File: src/rtl/controle_placar_pkg.sv
// Shared types and constants for the two-team scoreboard controller.
package controle_placar_pkg;

  typedef enum logic [1:0] {
    IDLE     = 2'd0,
    CALC     = 2'd1,
    ATUALIZA = 2'd2,
    ALARME   = 2'd3
  } estado_t;

  localparam logic [6:0] MAX_PLACAR = 7'd99;
  localparam logic [1:0] PTS_A      = 2'd1;
  localparam logic [1:0] PTS_B      = 2'd2;
  localparam logic [1:0] PTS_C      = 2'd3;

endpackage

File: src/rtl/controle_placar_detector_borda.sv
// 3-bit rising-edge detector; stays disarmed for the first cycle after reset
// so a button already held during reset release is not seen as a press.
module detector_borda (
  input  logic       clk,
  input  logic       rst_n,
  input  logic [2:0] sinal,
  output logic [2:0] borda
);

  logic [2:0] anterior_r;
  logic       armado_r;

  // previous-value register and post-reset arming flag
  always_ff @(posedge clk or negedge rst_n) begin
    if (!rst_n) begin
      anterior_r <= 3'b000;
      armado_r   <= 1'b0;
    end else begin
      anterior_r <= sinal;
      armado_r   <= 1'b1;
    end
  end

  assign borda = sinal & ~anterior_r & {3{armado_r}};

endmodule

File: src/rtl/controle_placar.sv
// Two-team scoreboard: button presses add/subtract 1..3 points through a
// CALC/ATUALIZA pipeline; invalid operations sound a timed buzzer instead.
module controle_placar
  import controle_placar_pkg::*;
#(
  parameter int BUZZER_CICLOS = 50000000
) (
  input  logic       clk,
  input  logic       rst_n,
  input  logic       btn_a,
  input  logic       btn_b,
  input  logic       btn_c,
  input  logic       chave_sub,
  input  logic       mudar_time,
  input  logic       zerar,
  output logic [6:0] placar_time0,
  output logic [6:0] placar_time1,
  output logic       buzzer,
  output logic       led,
  output logic       ocupado
);

  localparam int CW = $clog2(BUZZER_CICLOS + 1);

  estado_t       estado_r, estado_s;
  logic [CW-1:0] cont_r, cont_s;
  logic [2:0]    bordas_s;
  logic [6:0]    placar0_r, placar1_r, resultado_r;
  logic [1:0]    pts_r, pts_s;
  logic          sub_r, time_r, buzzer_r, led_r;
  logic          req_s, multi_s, valido_s;
  logic [7:0]    base_s, calc_s;

  detector_borda u_borda (
    .clk   (clk),
    .rst_n (rst_n),
    .sinal ({btn_c, btn_b, btn_a}),
    .borda (bordas_s)
  );

  assign req_s   = |bordas_s;
  assign multi_s = (bordas_s[0] & bordas_s[1]) | (bordas_s[0] & bordas_s[2]) |
                   (bordas_s[1] & bordas_s[2]);

  // point value of a single accepted edge
  always_comb begin
    pts_s = 2'd0;
    case (bordas_s)
      3'b001:  pts_s = PTS_A;
      3'b010:  pts_s = PTS_B;
      3'b100:  pts_s = PTS_C;
      default: pts_s = 2'd0;
    endcase
  end

  // Borrow shows up in bit 7 because scores never exceed 99.
  assign base_s   = {1'b0, (time_r ? placar1_r : placar0_r)};
  assign calc_s   = sub_r ? (base_s - {6'd0, pts_r}) : (base_s + {6'd0, pts_r});
  assign valido_s = sub_r ? ~calc_s[7] : (calc_s <= {1'b0, MAX_PLACAR});

  // next-state and alarm counter
  always_comb begin
    estado_s = estado_r;
    cont_s   = cont_r;
    if (zerar) begin
      estado_s = IDLE;
      cont_s   = {CW{1'b0}};
    end else begin
      case (estado_r)
        IDLE: begin
          if (req_s && multi_s) begin
            estado_s = ALARME;
            cont_s   = CW'(BUZZER_CICLOS);
          end else if (req_s) begin
            estado_s = CALC;
          end else begin
            estado_s = IDLE;
          end
        end
        CALC: begin
          if (valido_s) begin
            estado_s = ATUALIZA;
          end else begin
            estado_s = ALARME;
            cont_s   = CW'(BUZZER_CICLOS);
          end
        end
        ATUALIZA: estado_s = IDLE;
        ALARME: begin
          if (cont_r <= CW'(1)) begin
            estado_s = IDLE;
            cont_s   = {CW{1'b0}};
          end else begin
            cont_s = cont_r - CW'(1);
          end
        end
        default: begin
          estado_s = IDLE;
          cont_s   = {CW{1'b0}};
        end
      endcase
    end
  end

  // state, counter and buzzer registers
  always_ff @(posedge clk or negedge rst_n) begin
    if (!rst_n) begin
      estado_r <= IDLE;
      cont_r   <= {CW{1'b0}};
      buzzer_r <= 1'b0;
    end else begin
      estado_r <= estado_s;
      cont_r   <= cont_s;
      buzzer_r <= (estado_s == ALARME);
    end
  end

  // operation capture, result register and score update
  always_ff @(posedge clk or negedge rst_n) begin
    if (!rst_n) begin
      placar0_r   <= 7'd0;
      placar1_r   <= 7'd0;
      resultado_r <= 7'd0;
      pts_r       <= 2'd0;
      sub_r       <= 1'b0;
      time_r      <= 1'b0;
    end else if (zerar) begin
      placar0_r <= 7'd0;
      placar1_r <= 7'd0;
    end else begin
      if (estado_r == IDLE && req_s && !multi_s) begin
        pts_r  <= pts_s;
        sub_r  <= chave_sub;
        time_r <= mudar_time;
      end
      if (estado_r == CALC) begin
        resultado_r <= calc_s[6:0];
      end
      if (estado_r == ATUALIZA) begin
        if (time_r) begin
          placar1_r <= resultado_r;
        end else begin
          placar0_r <= resultado_r;
        end
      end
    end
  end

  // max-score indicator follows the scores by one cycle
  always_ff @(posedge clk or negedge rst_n) begin
    if (!rst_n) begin
      led_r <= 1'b0;
    end else begin
      led_r <= (placar0_r == MAX_PLACAR) | (placar1_r == MAX_PLACAR);
    end
  end

  assign placar_time0 = placar0_r;
  assign placar_time1 = placar1_r;
  assign buzzer       = buzzer_r;
  assign led          = led_r;
  assign ocupado      = (estado_r != IDLE);

endmodule

File: config.mk
export PLATFORM = sky130hd
export DESIGN_NAME = controle_placar
export DESIGN_NICKNAME = d
export VERILOG_FILES = /design/src/rtl/controle_placar_pkg.sv /design/src/rtl/controle_placar_detector_borda.sv /design/src/rtl/controle_placar.sv
export SDC_FILE = /design/constraint.sdc
export NUM_CORES = 1
export LEC_CHECK = 0
export BUFFER_PORTS_ARGS = -buffer_cell sky130_fd_sc_hd__buf_2
export CELL_PAD_IN_SITES_DETAIL_PLACEMENT = 1
export CELL_PAD_IN_SITES_GLOBAL_PLACEMENT = 1
export CORE_MARGIN = 1
export CORE_UTILIZATION = 42
export CTS_CLUSTER_DIAMETER = 150
export DETAILED_ROUTE_END_ITERATION = 8
export PLACE_DENSITY = 0.85
export SYNTH_ARGS = -nofsm -noshare
export SYNTH_HDL_FRONTEND = slang
export SYNTH_SLANG_ARGS = --single-unit
File: constraint.sdc
create_clock -name clk -period 2.9 [get_ports clk]
set_input_delay 0.87 -clock clk [delete_from_list [all_inputs] [get_ports clk]]
set_output_delay 0.87 -clock clk [all_outputs]
set_load 0.1 [all_outputs]
==> impl_results.md <==
- Post-Route Hold Slack: around 0.52 ns
- Slew headroom: roughly a fifth
- Yosys warns: 0
- Leading post-synthesis cells by instance count: sky130_fd_sc_hd__dfrtp_1, sky130_fd_sc_hd__nor2_1, sky130_fd_sc_hd__nand2_1
- Largest family of logic cells by synthesized area: compound AO/OA/AOI/OAI gates
- Reg2reg path depth: 13
- Via/cell ratio: 6.58
- Number of remaining DRC errors: 0
- Die width: 94.9 um
- Number of enable-type register cells in the synthesized netlist: 0
- Critical path arrival: ~3.6 ns
- Area grow syn2layout: 35.3%
- Tmin final: roughly 3.4 ns
- Area share of and/or/nand/nor cells after synthesis: between 10% and 20%
- Required time at the endpoint of the critical path: 3.13 ns
- Area inside the core boundary: 0.00830 sq mm
- Start of the worst register-to-register path: pts_r[1]
- Unrepaired setup endpoints after global routing: yes
- Via count of the first global-routing pass: 3781
- Final RePlAce weighted congestion: 0.879
- Worst setup SP type: flip-flop
- Worst clock skew on the final layout: ~0.012 ns
- Final standard cell count with taps included and fillers excluded: approximately 580
- Total of max-cap violations: 0
- Number of endpoints failing setup at the final stage: 29
- Most common flop cell mapped by yosys: sky130_fd_sc_hd__dfrtp_1
- Die area: ~0.009 sq mm
- Final worst setup slack: -0.507 ns
- Total routed wirelength: ~15 mm
- Cell type with the highest aggregate area in the netlist: sky130_fd_sc_hd__dfrtp_1
- Period utilisation layout: 117%
- Arithmetic-cell share of the synthesized area counting full adders, half adders and majority gates: under 10%
- Number of placed cells counting well taps: 550
- Number of sinks driven by the clock tree: 59
- Detailed-placement wirelength estimate: ~8.4 mm
- Maximum root-to-sink buffer count: 2
- Setup TNS: -10.18 ns
- H-tree depth reported by CTS: 3
- Max Freq: just under 0.3 GHz
- Starting Density: a little over two fifths
- Final Net Count: a little under 500
- Dominant cells by area after synthesis: sky130_fd_sc_hd__dfrtp_1, sky130_fd_sc_hd__mux2i_1, sky130_fd_sc_hd__nor2_1
- Clock buffers created by TritonCTS: 9
- Type of the most critical hold path: input pin to async pin
- Critical setup path kind: flip-flop to flip-flop
- Overall track demand over capacity in global routing: 30.0%
- Number of distinct library cells after synthesis: 57
- Wire length of the first global-routing pass: 20.0 mm
- Fraction of layout cells with a size suffix above 1: slightly below 40%
- Cell chosen for the clock root: sky130_fd_sc_hd__clkbuf_8
- Per-instance average area after synthesis: 9.14 sq um
- Cell area after synthesis: about 0.0036 sq mm
- Site row count: 33
- Area share of the largest cell type after synthesis: between 40% and 50%
- Portion of the post-synthesis area used by sequential elements: approximately two fifths
- Vert. Die Dim: ~95 um
- Average wire per standard cell: about 26 um
- Post-CTS clock slew at the launch and capture registers of the worst setup and hold paths: 0.08 ns
- Post-Synth XOR/XNOR Area: 2.17%
- Endpoint of the lowest-slack register-to-register path: cont_r[17]
- Most frequent cell after synthesis: sky130_fd_sc_hd__dfrtp_1
- Reg area: roughly 0.0015 sq mm
- Maximum number of pins on one net before global-route repair: 36
- PortBufs: 24
- Outcome: finished with violations
- Number of ports placed on the die boundary: 25
- Setup slack after placement: -0.305 ns
- Worst-margin pin slew: approximately 1.2 ns
- Multi-input gate area: approximately 0.0024 sq mm
- Fraction of synthesis flops using an asynchronous set or reset pin: 100%
- Post-synthesis instance total: just under 400
- Synth Area in Compound Gates: 20.8%
- Antenna cells: 0
- Clock latency reported for the late side of the worst-skew pair: around 0.36 ns
- Via count: approximately 3800
- Overflow after GRT: 0
- Number of endpoints with negative hold slack in the final report: 0
- Portion of netlist area occupied by mux cells: roughly 7.8%
- CTS tree: built
- R2R Setup Slk: -0.51 ns
- First-pass DRT Iterations: 5
- DRC violation total after the first TritonRoute iteration: between 200 and 300
- Critical-path maximum fanout: 7
- Net Count, Synth: roughly 420
- Violated checks: setup timing
- Crit. End Element: flip-flop
- Initial antenna violation count: 0
- Filler cell count in the final layout: 909
- Flip-flop and latch count after synthesis: 59
- Final max-slew violation count: 0
- Number of nets with antenna violations after routing: 0
-- critical path, cell delays in order, from the launching register on --
cell and delay, ns:
sky130_fd_sc_hd__dfrtp_1 0.38, sky130_fd_sc_hd__inv_1 0.07, sky130_fd_sc_hd__ha_1 0.28, sky130_fd_sc_hd__mux2i_1 0.24
sky130_fd_sc_hd__buf_4 0.19, sky130_fd_sc_hd__fa_2 0.24, sky130_fd_sc_hd__a211oi_4 0.10, sky130_fd_sc_hd__or4_1 0.51
sky130_fd_sc_hd__o2111a_2 0.21, sky130_fd_sc_hd__buf_6 0.14, sky130_fd_sc_hd__a2111oi_4 0.31, sky130_fd_sc_hd__o21ai_2 0.07
sky130_fd_sc_hd__buf_4 0.19, sky130_fd_sc_hd__o32ai_1 0.36
-- how the worst max path moves through the flow --
stage          slack, ns            start  cells past startpoint         end
6_report           -0.51         pts_r[1]                     13  cont_r[17]
3_5_place_dp       -0.31           time_r                     10  cont_r[25]
3_3_place_gp       -0.03           time_r                     11  cont_r[14]
2_1_floorplan      -0.01  placar_time0[5]                      9  cont_r[22]
4_1_cts            -0.22           time_r                     10  cont_r[12]
5_1_grt            -0.56         pts_r[0]                     13  cont_r[23]
-- per-stage QoR --
stage | utilization (%) | instance area [sq um]
after floorplan | - | 3810
after global placement | 51.9 | 4300
after detailed placement | 51.9 | 4300
after CTS | 55.7 | 4620
after global routing | 59.1 | 4910
final | 59.1 | 4910
-- timing repair --
action	4_1_cts	5_1_grt
hold buffers	0	0
pin swaps	20	16
setup endpoints to repair	28	28
gates resized for setup	23	37
setup buffers	3	9
-- final cells by class --
cell class | count | area share, %
well taps | 105 | 2.68
multi-input cells | 297 | 49.1
inverters | 24 | 1.89
flip-flops and latches | 59 | 31.0
clock inverters | 5 | 1.07
repair buffers | 77 | 11.4
clock buffers | 11 | 2.88
-- per-layer routing --
metal / part of all wire (%) / track usage (%) / wire [um] / vias up
met3: 6.8 / 5.80 / 1020 / 71
met5: 0 / 0 / 0 / -
met4: 5.4 / 13.0 / 805 / 0
li1: - / - / - / 1606
met2: 49 / 50.8 / 7310 / 211
met1: 39 / 37.1 / 5870 / 1915
-- flip-flops by register name, indices dropped and copies added, names as in the netlist, 2 cells and up --
signal	cells
placar_time1	7
pts_r	2
resultado_r	7
estado_r	2
cont_r	26
placar_time0	7
u_borda.anterior_r	3
-- placed cells by master, fill, tap and decap left out, drive strengths merged, types with 11 or more instances in the layout --
cell	netlist	layout
o21ai	25	25
nor2	40	40
inv	24	24
a21oi	19	19
clkbuf	9	11
mux2i	18	18
a31oi	13	13
dfrtp	59	59
buf	8	77
nor4	11	11
nand2	33	33
nor3	11	11
-- logic make-up (layout without fill, tap and decap cells) --
family          count (synthesis)  in the layout
xor+xnor                        9              9
buf+inv                        41            117
other cells                     1              1
compound gates                108            108
mux                            27             27
flops                          59             59
fa+ha+maj                      11             11
simple gates                  141            141
Power is not shown: default switching activity piles up to over one toggle a cycle in this logic, so the estimate is an artifact.
